File: src/rtl/four_way_dispatch_pkg.sv
// Lane select encodings and widths shared by the dispatcher and its lanes.
// The optional DISPATCH_STATS_EN build uses STAT_W for its counters.
package dispatch_defs;
  localparam logic [1:0] SEL_A = 2'b00;
  localparam logic [1:0] SEL_B = 2'b01;
  localparam logic [1:0] SEL_C = 2'b10;
  localparam logic [1:0] SEL_D = 2'b11;
  localparam int STAT_W = 16;
  localparam int LANES = 4;
endpackage

File: src/rtl/four_way_dispatch_lane.sv
// One-entry lane buffer with valid/ready handshake.
// A load in the same cycle as a drain replaces the word without a bubble.
module dispatch_lane #(
  parameter int W = 32
) (
  input  logic         clk,
  input  logic         rst,
  input  logic         flush,
  input  logic         load,
  input  logic [W-1:0] data_in,
  input  logic         ready_in,
  output logic         valid_out,
  output logic [W-1:0] data_out,
  output logic         can_load
);
  logic         valid_q, valid_d;
  logic [W-1:0] data_q, data_d;

  assign can_load  = ~valid_q | ready_in;
  assign valid_out = valid_q;
  assign data_out  = data_q;

  always_comb begin
    valid_d = valid_q;
    data_d  = data_q;
    if (flush) begin
      valid_d = 1'b0;
    end else if (load) begin
      valid_d = 1'b1;
      data_d  = data_in;
    end else if (valid_q && ready_in) begin
      valid_d = 1'b0;
    end
  end

  always_ff @(posedge clk or posedge rst) begin
    if (rst) begin
      valid_q <= 1'b0;
      data_q  <= '0;
    end else begin
      valid_q <= valid_d;
      data_q  <= data_d;
    end
  end
endmodule

File: src/rtl/four_way_dispatch.sv
// 1:4 dispatcher routing one stream to four one-entry lanes by in_sel.
// Per-lane saturating accept counters exist only with DISPATCH_STATS_EN.
module four_way_dispatch
  import dispatch_defs::*;
#(
  parameter int word_size = 32
) (
  input  logic                   clk,
  input  logic                   rst,
  input  logic                   flush,
  input  logic [word_size-1:0]   in_data,
  input  logic [1:0]             in_sel,
  input  logic                   in_valid,
  output logic                   in_ready,
  output logic [4*word_size-1:0] out_data,
  output logic [3:0]             out_valid,
  input  logic [3:0]             out_ready,
  output logic [63:0]            stat_count
);
  logic [3:0] can_load;
  logic [3:0] dec;
  logic [3:0] load;
  logic       accept;

  always_comb begin
    dec = 4'b0000;
    unique case (in_sel)
      SEL_A: dec = 4'b0001;
      SEL_B: dec = 4'b0010;
      SEL_C: dec = 4'b0100;
      SEL_D: dec = 4'b1000;
    endcase
  end

  // Readiness looks only at the selected lane, so busy lanes never stall others.
  assign in_ready = can_load[in_sel];
  assign accept   = in_valid & in_ready & ~flush;
  assign load     = accept ? dec : 4'b0000;

  for (genvar k = 0; k < LANES; k++) begin : g_lane
    dispatch_lane #(
      .W(word_size)
    ) u_lane (
      .clk      (clk),
      .rst      (rst),
      .flush    (flush),
      .load     (load[k]),
      .data_in  (in_data),
      .ready_in (out_ready[k]),
      .valid_out(out_valid[k]),
      .data_out (out_data[k*word_size +: word_size]),
      .can_load (can_load[k])
    );
  end

`ifdef DISPATCH_STATS_EN
  logic [LANES*STAT_W-1:0] stat_q;

  always_ff @(posedge clk or posedge rst) begin
    if (rst) begin
      stat_q <= '0;
    end else begin
      for (int i = 0; i < LANES; i++) begin
        if (load[i] && (stat_q[i*STAT_W +: STAT_W] != {STAT_W{1'b1}}))
          stat_q[i*STAT_W +: STAT_W] <= stat_q[i*STAT_W +: STAT_W] + STAT_W'(1);
      end
    end
  end

  assign stat_count = stat_q;
`else
  assign stat_count = '0;
`endif
endmodule

File: config.mk
export PLATFORM = sky130hd
export DESIGN_NAME = four_way_dispatch
export DESIGN_NICKNAME = d
export VERILOG_FILES = /design/src/rtl/four_way_dispatch_pkg.sv /design/src/rtl/four_way_dispatch_lane.sv /design/src/rtl/four_way_dispatch.sv
export SDC_FILE = /design/constraint.sdc
export NUM_CORES = 1
export LEC_CHECK = 0
export BUFFER_PORTS_ARGS = -buffer_cell sky130_fd_sc_hd__buf_2
export CAP_MARGIN = 40
export CELL_PAD_IN_SITES_DETAIL_PLACEMENT = 1
export CELL_PAD_IN_SITES_GLOBAL_PLACEMENT = 1
export CORE_UTILIZATION = 38
export DETAILED_ROUTE_END_ITERATION = 8
export GPL_TIMING_DRIVEN = 0
export PLACE_DENSITY = 0.77
export SYNTH_ARGS = -nofsm -noshare
export SYNTH_HDL_FRONTEND = slang
export SYNTH_SLANG_ARGS = --single-unit
File: constraint.sdc
create_clock -name clk -period 5.7 [get_ports clk]
set_input_delay 0.855 -clock clk [delete_from_list [all_inputs] [get_ports clk]]
set_output_delay 0.855 -clock clk [all_outputs]
set_load 0.1 [all_outputs]
## After elaboration in Yosys (flattened, before gate mapping)

Index checks and enable logic that the tools add are counted.

| storage, ports and cells | value |
|---|---|
| register bits | 132 |
| input bits | 42 |
| logic and storage cells | 52 |

| operators by class | value |
|---|---|
| $lt $le $gt $ge | 1 |
| equality and inequality tests | 3 |
| muxes and demuxes | 16 |
| bitwise gates (word level) | 11 |
| reductions and logical operators | 13 |

Operators with widths:

| operator | number |
|---|---|
| 4-bit case mux with 4 select lines | 1 |
| 1-bit two-way mux | 13 |
| 3-bit nonzero test | 4 |
| 2-bit AND reduction | 4 |
| 1-bit NOT | 5 |
| 2-bit == test (second input constant) | 2 |
| 1-bit logical AND | 4 |
| 4-bit two-way mux | 1 |
| 1-bit OR | 4 |
| 2-bit by 3-bit < comparator with 1-bit output (second input constant) | 1 |
| 1-bit bitwise AND | 2 |
| 1-bit binary-select mux with 2-bit select | 1 |
| 2-bit by 1-bit == test with 1-bit output (second input constant) | 1 |
| 2-bit zero test | 1 |

## Depth between registers and ports, before layout

Gate-level depths: netlist of run 1.

| logic depth | value |
|---|---|
| depth after elaboration | 9 |
| mapped depth | 5 |
| mapped depth without buffers | 3 |

## Cells and area by module

Synthesis of run 1 repeated with hierarchy kept, for this count alone.

| unflattened totals | value |
|---|---|
| cell total of the unflattened synthesis | 370 |
| area, all modules | 6172.2 um^2 |

By module, submodules not included:

| module | instances | cells an instance | area each (um^2) | seq. area each (um^2) |
|---|---|---|---|---|
| dispatch_lane | 4 | 74 | 1402.6 | 825.8 |
| four_way_dispatch | 1 | 74 | 561.8 | 0.0 |

## Worst setup path after synthesis of run 1

No wires, ideal clock.

| timing | value |
|---|---|
| path kind | input port to output port |
| start | input out_ready[3] |
| end | output in_ready |
| arrival time | 1748 ps |
| setup slack | 3097 ps |
| cell stages on the path | 2 |
| path through | nand2b_1 > mux4_2 |

| between the ends | value |
|---|---|
| longest elaborated chain between the ends | 3 |

RTL lines:

| element | RTL line | source |
|---|---|---|
| start: declaration | four_way_dispatch.sv:17 | `input logic [3:0] out_ready,` |
| 1-bit OR | four_way_dispatch_lane.sv:19 | `assign can_load = ~valid_q \| ready_in;` |
| 1-bit binary-select mux with 2-bit select | four_way_dispatch.sv:36 | `assign in_ready = can_load[in_sel];` |
| 1-bit two-way mux (not written as such) | four_way_dispatch.sv:36 |  |
| end: declaration | four_way_dispatch.sv:14 | `output logic in_ready,` |

No other way between the ends. The select of a mux whose other input is x is not followed.

## Worst setup path in the final report of run 1

Same ends and word-level chain as after synthesis.

==> results of run 1 <==
## power by group
group	total (mW)	switching [mW]	internal, mW
clock network	1.05	0.436	0.610
logic	2.29	1.93	0.361
registers	1.25	0.105	1.14
total	4.58	2.47	2.11
## area by class of cell
type                    count  area [um2]  area share (%)
flip-flops and latches    132        3300            43.5
multi-input cells         213        1930            25.4
repair buffers            175         898            11.8
plain buffers              81         646            8.50
clock buffers              17         425            5.60
well taps                 184         230            3.03
clock inverters            15         151            1.99
inverters                   1        8.76           0.115
## cells by family (layout without fill, tap and decap cells)
| kind of cell | after synthesis | in the layout | share of synthesized area (%) |
|---|---|---|---|
| mux | 129 | 129 | 27.9 |
| other cells | 1 | 64 | 0.0664 |
| buf+inv | 82 | 289 | 11.5 |
| compound gates | 4 | 4 | 0.355 |
| flops | 132 | 132 | 58.5 |
| simple gates | 16 | 16 | 1.64 |
## layer usage
metal / wire length (um) / global-route usage (%) / part of all wire (%)
met4: 230 / 7.83 / 1.7
met3: 1000 / 5.49 / 7.4
met1: 5400 / 21.1 / 40
met5: 0 / 0 / 0
met2: 6960 / 30.9 / 51
## worst paths after layout
| path | slack (ns) | start | end | depth (start not counted) |
|---|---|---|---|---|
| max in group asynchronous | 4.41 | rst | g_lane[0].u_lane.data_out[31] | 3 |
| worst max-delay path | 2.94 | out_ready[3] | in_ready | 4 |
| worst min register to register | 0.50 | g_lane[1].u_lane.data_out[9] | g_lane[1].u_lane.data_out[9] | 1 |
| worst max register to register | 4.03 | g_lane[0].u_lane.valid_out | g_lane[0].u_lane.data_out[19] | 4 |
| worst min-delay path | 0.50 | g_lane[1].u_lane.data_out[9] | g_lane[1].u_lane.data_out[9] | 1 |
| min in group asynchronous | 0.52 | rst | g_lane[3].u_lane.data_out[10] | 2 |
## critical path, delay by kind of cell
family	cells	cell delay [ns]
mux	1	0.48
buf+inv	2	0.41
simple gates	1	0.17
## registers in the layout (all words and copies together) (netlist names)
name,count
g_lane.u_lane.data_out,128
g_lane.u_lane.valid_out,4
## Yosys cell counts
master / number
buf_2: 6
inv_1: 1
mux2_2: 98
buf_12: 3
mux2_4: 30
nand3_1: 4
a21oi_1: 4
nand2_1: 3
nor2_1: 1
and4_4: 1
nand2b_1: 4
buf_4: 68
conb_1: 1
and2b_1: 2
dfrtp_1: 132
buf_6: 4
nor2b_1: 1
mux4_2: 1
## per-stage QoR
| stage | area [um2] | cells | power, mW | setup TNS, ns | utilization [%] |
|---|---|---|---|---|---|
| 4_1_cts | 7590 | 818 | 4.62 | 0 | 52.2 |
| 3_3_place_gp | 6980 | 785 | 3.51 | -4.78 | 48.0 |
| 5_1_grt | 7590 | 818 | 4.73 | 0 | 52.2 |
| 6_report | 7590 | 818 | 4.58 | 0 | 52.2 |
| 3_5_place_dp | 7020 | 786 | 3.55 | 0 | 48.3 |
| 2_1_floorplan | 5880 | 427 | 3.21 | 0 | - |
==> reports/metrics.cfg, run 1 <==
[min_path]
worstHoldPathType=flip-flop to flip-flop

[sta]
setup_viol=0
clock_skew_ns=0.00620
setup_ws_ns=2.94
final.period_utilization_pct=48.5
rsz0062_at_grt=no
slew_violations=0
finalCriticalPeriod_ns=2.76
worstMarginPinSlew_ns=0.593
hold_violations=0
worst_hold_slack_ns=0.496
slew_headroom_pct=60.5
fmax_ghz=0.362

[power_and_ir_drop]
powerDensity_nw_per_um2=603
leakage_nw=3.92
irDropWorstVdd_v=0.000276

[clock_network]
clock_latency_ns=0.42
cts_root_buf=clkbuf_16
ctsResizeCount=0
hold_buffers=0
clk_pin_slew_ns=0.05
cts_tree=yes
cts.sinks=132
clockBufferDepth=2
post_cts_buffers=0
cts_buffers=17
htree_levels=4

[finish]
layout_commonest_cell=buf_2
insertedDiodeCount=0
areaGrowthSynthToFinish_pct=34.5
layout_common_cells=180 x buf_2, 132 x dfrtp_1, 98 x mux2_2
finalNetCount=663
fill_cells=1535
drive_above_1_share_pct=66.1

[worst_setup_path]
critPathArrivalTime_ns=1.91
crit_path_end_kind=output port
slowest_delay_ns=0.48
cp.required_ns=4.85
cp_cell_sequence=buf_2 > nand2b_1 > mux4_2 > buf_2
critical_path.slowest_cell=mux4_2
cp_common_cell=buf_2
cp_max_fo=3
path_class=primary input to output port
critPathLaunchType=primary input

[synth]
ys_seq_elements=132
synth_cells=364
ys_seq_area_share_pct=58.5
yosys_warnings=0
synth.distinct_cells=18
synthTopCellsByArea=dfrtp_1 59%, mux2_2 20%, buf_4 9.0%
yosysTopAreaCell=dfrtp_1
synth.cell_area_um2=5650
syn-mean-instance-area_um2=15.5
synth_top_area_share_pct=58.5

[floorplanning]
die_h_um=124
io_pins=239
die_w_um=124
start_util_pct=38.8
num_rows=44
core_um2=14500
die_area_um2=15300

[grt]
grt_overflow=0
grt_pass1_vias=3696
grt_pass1_wl_mm=20.3
gr-usage-all-layers_pct=18.2
grt_max_degree=70
antenna_found_initial=0

[routing]
routedWlPerCell_um=16.6
drc=0
wl_mm=13.6
drtIter0Drc=70
drtPass1Iterations=4
postRouteAntennaNets=0
vias=3667
viasPerCell=4.48

[place]
dp_slack_ns=2.92
hpwl_mm=9.76
gp_congestion=0.770
port_buffers=174

[job]
cap_violations=0

[run_status]
outcome=completed

(Power assumes the default switching activity.)
==> run 2: changes to the inputs <==
==> constraint.sdc (replaced) <==
create_clock -name clk -period 2.77 [get_ports clk]
set_input_delay 0.4155 -clock clk [delete_from_list [all_inputs] [get_ports clk]]
set_output_delay 0.4155 -clock clk [all_outputs]
set_load 0.1 [all_outputs]
==> run 2 against run 1 <==
Net effect: register-to-register slack worse by 2.9 ns; total power is 110% higher; highest routed layer unchanged; critical path type is now flip-flop to output port; first-iteration DRC count is 39% higher; largest power group unchanged; final cell count is 0.24% lower; critical path depth is 1 lower; sequential share of layout area is 0.16 points lower; largest cell class unchanged; count of clock-buffer cells in the layout is 7 higher.
==> reports/metrics.cfg, run 2 (synthesized netlist as in run 1, its figures left out) <==
[finish]
fill_cells=1548
finalNetCount=665
insertedDiodeCount=0
layout_commonest_cell=buf_2
largest_register_ffs=128
regArea_um2=3300
areaGrowthSynthToFinish_pct=35.0
fin_util_pct=52.4
drive_above_1_share_pct=65.7
final_cells=816
multiInputGateArea_um2=1930
layout_common_cells=180 x buf_2, 132 x dfrtp_1, 98 x mux2_2

[floorplanning]
num_rows=44
die_h_um=124
io_pins=239
die_area_um2=15300
start_util_pct=38.8
die_w_um=124
core_um2=14500

[routing]
viasPerCell=4.43
drc=0
routedWlPerCell_um=16.9
wl_mm=13.8
drtIter0Drc=97
drtPass1Iterations=4
postRouteAntennaNets=0
vias=3618

[sta]
clock_skew_ns=0.0100
setup_viol=0
worstMarginPinSlew_ns=0.527
finalCriticalPeriod_ns=2.07
slew_headroom_pct=65.1
fmax_ghz=0.483
hold_violations=0
final.period_utilization_pct=74.8
slew_violations=0
rsz0062_at_grt=no

[grt]
gr-usage-all-layers_pct=18.6
grt_pass1_vias=3771
antenna_found_initial=0
grt_pass1_wl_mm=20.8
grt_max_degree=41
grt_overflow=0

[worst_setup_path]
critical_path.slowest_cell=mux4_2
cp_cell_sequence=nand2b_1 > mux4_2 > buf_2
path_class=flip-flop to output port
cp_num_buf_inv=1
crit_path_end_kind=output port
critPathTopFamily=multiplexers
cp.required_ns=2.35
critPathArrivalTime_ns=1.66
slowest_delay_ns=0.46
critPathLaunchType=flip-flop
cp_max_fo=3

[place]
hpwl_mm=9.98
gp_congestion=0.736
port_buffers=174
dp_cells=788

[clock_network]
cts.sinks=132
clockBufferDepth=2
cts_buffers=17
clock_latency_ns=0.41
htree_levels=4
cts_root_buf=clkbuf_16
post_cts_buffers=0
cts_tree=yes
ctsResizeCount=0
clk_pin_slew_ns=0.05
hold_buffers=0

[run_status]
outcome=completed

[power_and_ir_drop]
internal-power_mw=4.52
netSwitchingFraction_pct=52.3
pwr-share-seq_pct=27.2
power.share.clock_pct=23.2
power_frac_comb_pct=49.6
leakage_nw=3.94
irDropWorstVdd_v=0.000697
p_sw_mw=4.96
powerDensity_nw_per_um2=1240

[min_path]
worstHoldPathType=primary input to asynchronous set/reset pin

[job]
cap_violations=0

==> run 2: final timing paths <==
| kind | startpoint | slack (ns) | cells after the start | end |
|---|---|---|---|---|
| setup / recovery | g_lane[0].u_lane.valid_out | 0.70 | 3 | in_ready |
| hold / removal | rst | 0.03 | 2 | g_lane[2].u_lane.valid_out |
| setup reg to reg | g_lane[0].u_lane.valid_out | 1.09 | 4 | g_lane[0].u_lane.data_out[16] |
| hold reg to reg | g_lane[2].u_lane.data_out[12] | 0.50 | 1 | g_lane[2].u_lane.data_out[12] |
| max in group asynchronous | rst | 1.90 | 4 | g_lane[3].u_lane.data_out[12] |
| min in group clk | flush | 0.22 | 2 | g_lane[2].u_lane.valid_out |
==> run 2: final cells by class <==
type / instances / share of cell area (%)
Clock buffer: 24 / 6.58
Inverter: 1 / 0.0985
Multi-Input combinational cell: 213 / 25.3
Tap cell: 184 / 3.02
Clock inverter: 4 / 0.952
Timing Repair Buffer: 177 / 12.2
Buffer: 81 / 8.47
Sequential cell: 132 / 43.3
==> run 2: through the flow <==
| stage | instance area, um2 | hold WS [ns] | TNS [ns] | power [mW] | setup slack [ns] |
|---|---|---|---|---|---|
| 3_3_place_gp | 6990 | 0.485 | -9.42 | 7.23 | -0.0791 |
| 5_1_grt | 7620 | 0.0536 | 0 | 9.80 | 0.631 |
| 4_1_cts | 7620 | 0.0275 | 0 | 9.57 | 0.673 |
| 2_1_floorplan | 5890 | 0.479 | 0 | 6.61 | 0.717 |
| 6_report | 7620 | 0.0326 | 0 | 9.48 | 0.698 |
| 3_5_place_dp | 7050 | 0.476 | 0 | 7.31 | 0.783 |
==> run 2: worst reg2reg max path, delay by kind of cell, from the launching register on <==
kind          cells  cell delay, ns
buf+inv           1            0.37
flops             1            0.36
mux               1            0.40
simple gates      2            0.42
==> run 2: per-layer routing <==
metal	wire, um	track usage [%]	vias up
met5	0	0	-
li1	-	-	1634
met2	7060	31.6	146
met4	149	7.15	0
met1	5620	22.2	1823
met3	957	5.45	15
==> run 2: power by group through the flow <==
stage	sequential [mW]	combinational, mW	clock, mW
after global placement	2.57	4.66	0
after CTS	2.58	4.73	2.26
after floorplan	5.65	0.965	0
final	2.58	4.71	2.20
after detailed placement	2.60	4.71	0
after global routing	2.63	4.83	2.34
==> run 3: changes to the inputs <==
--- a/config.mk
+++ b/config.mk
@@ -5,11 +5,12 @@
 export SDC_FILE = /design/constraint.sdc
 export NUM_CORES = 1
 export LEC_CHECK = 0
+export ABC_AREA = 1
 export BUFFER_PORTS_ARGS = -buffer_cell sky130_fd_sc_hd__buf_2
 export CAP_MARGIN = 40
 export CELL_PAD_IN_SITES_DETAIL_PLACEMENT = 1
 export CELL_PAD_IN_SITES_GLOBAL_PLACEMENT = 1
-export CORE_UTILIZATION = 38
+export CORE_UTILIZATION = 35
 export DETAILED_ROUTE_END_ITERATION = 8
 export GPL_TIMING_DRIVEN = 0
 export PLACE_DENSITY = 0.77
==> constraint.sdc (replaced) <==
create_clock -name clk -period 2.2 [get_ports clk]
set_input_delay 0.33 -clock clk [delete_from_list [all_inputs] [get_ports clk]]
set_output_delay 0.33 -clock clk [all_outputs]
set_load 0.1 [all_outputs]
==> run 3 against run 2 <==
Net effect: sequential share of layout area down 2.8 points; routed wire length increased by 52%; die area is 15% higher; largest cell class unchanged; via count is 55% higher; sequential cell count unchanged; final cell count rose by 44%; clock power up 45%; global-route usage grew 6.0 points; synthesized area grew 5.8%.
==> reports/metrics.cfg, run 3 <==
[worst_setup_path]
critPathLaunchType=flip-flop
path_class=flip-flop to output port
crit_path_end_kind=output port
slowest_delay_ns=0.39
cp_common_cell=nand2_1
cp.required_ns=1.87
critical_path.slowest_cell=dfrtp_1
critPathArrivalTime_ns=1.63
cp_cell_sequence=inv_1 > nor2_1 > nand2_1 > nand2_1 > nor2_4 > buf_4
cp_max_fo=8
critPathTopFamily=simple AND/OR/NAND/NOR gates
cp_num_buf_inv=2

[finish]
finalNetCount=981
fin_util_pct=48.9
areaGrowthSynthToFinish_pct=36.4
layout_common_cells=263 x nand2_1, 197 x buf_2, 132 x dfrtp_1
layout_commonest_cell=nand2_1
drive_above_1_share_pct=32.9
largest_register_ffs=128
insertedDiodeCount=0

[synth]
synth.cell_area_um2=5970
synth_ff_type=dfrtp_1
synth.distinct_cells=15
async_flop_share_pct=100
synth_top_area_share_pct=55.3
ys_seq_area_share_pct=55.3
ys_seq_elements=132
synth_cells=674
syn-mean-instance-area_um2=8.86
yosysMostFrequentCell=nand2_1
yosys-top-cells-count=263 x nand2_1, 132 x dfrtp_1, 128 x nand4_1, 69 x buf_4, 24 x buf_2
yosys_warnings=0
synthTopCellsByArea=dfrtp_1 55%, nand2_1 17%, nand4_1 13%
yosysTopAreaCell=dfrtp_1
synth_edf_count=0

[sta]
final.period_utilization_pct=89.2
finalCriticalPeriod_ns=1.96
fmax_ghz=0.509
clock_skew_ns=0.00806
worstMarginPinSlew_ns=0.640
rsz0062_at_grt=no
slew_headroom_pct=57.3
setup_viol=0
slew_violations=0
hold_violations=0
setup_ws_ns=0.237

[routing]
vias=5605
drtIter0Drc=344
wl_mm=20.9
postRouteAntennaNets=0
viasPerCell=4.78
drtPass1Iterations=5
routedWlPerCell_um=17.9
drc=0

[place]
dp_slack_ns=-0.00471
port_buffers=174
gp_congestion=0.730
hpwl_mm=15.0

[power_and_ir_drop]
power.total_mw=11.9
leakage_nw=4.62
powerDensity_nw_per_um2=1460
irDropWorstVdd_v=0.000673

[clock_network]
htree_levels=4
cts_buffers=17
clk_pin_slew_ns=0.06
cts_tree=yes
cts_root_buf=clkbuf_16
clock_latency_ns=0.43
clockBufferDepth=2
cts.sinks=132

[floorplanning]
start_util_pct=35.9
die_w_um=133
core_um2=16600
io_pins=239
num_rows=47
die_area_um2=17600
die_h_um=133

[grt]
grt_pass1_wl_mm=32.7
grt_pass1_vias=5631
grt_overflow=0
gr-usage-all-layers_pct=24.7
use_met1_pct=32.2
antenna_found_initial=0
grt_busiest_layer=met2
gr-usage-met3_pct=5.48
grtUsageMet2_pct=41.2
grt_max_degree=38

[run_status]
outcome=completed

[min_path]
worstHoldPathType=primary input to flip-flop

[job]
cap_violations=0

==> run 3: changes by cell type in the layout (fill, tap and decap cells not counted), sizes merged, moves of 2 or more <==
cell,before,now
clkbuf,24,36
a21oi,4,0
and2b,2,0
o21ai,0,4
nand2b,4,0
buf,258,286
clkinv,1,3
inv,0,12
nand2,3,263
nand4,0,128
clkinvlp,2,5
mux2,128,0
nor2,1,9
bufinv,2,5
==> run 3: layout make-up <==
class | instances | area (um2)
buffer | 119 | 736
clock buffer | 20 | 457
inverter | 13 | 52.6
fill | 2046 | 8500
timing repair buffer | 184 | 1000
multi-input combinational | 472 | 2120
tap | 220 | 275
clock inverter | 12 | 203
sequential | 132 | 3300
==> run 3: worst paths after layout <==
path | from | to | slack (ns) | cells after the start
max | g_lane[3].u_lane.valid_out | in_ready | 0.24 | 6
min | in_data[1] | g_lane[2].u_lane.data_out[1] | 0.19 | 3
max reg2reg | g_lane[3].u_lane.valid_out | g_lane[3].u_lane.data_out[7] | 0.31 | 10
min reg2reg | g_lane[0].u_lane.data_out[21] | g_lane[0].u_lane.data_out[21] | 0.46 | 2
max in group asynchronous | rst | g_lane[1].u_lane.data_out[7] | 0.99 | 5
min in group asynchronous | rst | g_lane[1].u_lane.data_out[24] | 0.47 | 3
==> run 3: stage by stage <==
step	cell area [um2]	setup TNS [ns]	hold slack (ns)	cells
2_1_floorplan	6210	0	0.437	737
3_3_place_gp	7360	-94.67	0.448	1131
3_5_place_dp	7440	-0.00471	0.361	1135
4_1_cts	8110	0	0.185	1167
5_1_grt	8140	0	0.189	1172
6_report	8140	0	0.192	1172
==> run 3: repair_timing <==
action                                  4_1_cts  5_1_grt
hold endpoints to repair                     16        0
pin swaps                                     0        1
gates resized for setup                       1        0
buffers inserted                              0        5
hold buffers                                  1        0
endpoints found under the setup margin        1        1
==> run 3: routing by layer <==
layer | share of wire (%) | vias to the layer above
li1 | - | 2652
met1 | 43 | 2731
met2 | 49 | 211
met3 | 6.8 | 11
met4 | 0.83 | 0
met5 | 0 | -
==> run 3: cells by family (layout without fill, tap and decap cells) <==
family / count (synthesis) / after routing / synth area share [%]
AO/OA/AOI/OAI: 4 / 4 / 0.335
buffers and inverters: 133 / 348 / 13.2
flip-flops: 132 / 132 / 55.3
other: 1 / 64 / 0.0628
AND/OR/NAND/NOR: 404 / 404 / 31.1
==> run 3: power breakdown <==
part / leakage [nW] / internal [mW] / switching, mW / total, mW
Sequential: 1.67 / 2.91 / 0.270 / 3.19
Clock: 0.308 / 2.07 / 1.11 / 3.18
Combinational: 2.64 / 0.667 / 4.90 / 5.56
Total: 4.62 / 5.65 / 6.28 / 11.9
==> run 3: worst reg2reg max path: cells and delay by family (launching register included) <==
family,cells,cell delay (ns)
buffers and inverters,4,0.77
DFF,1,0.39
and+or+nand+nor,6,0.67
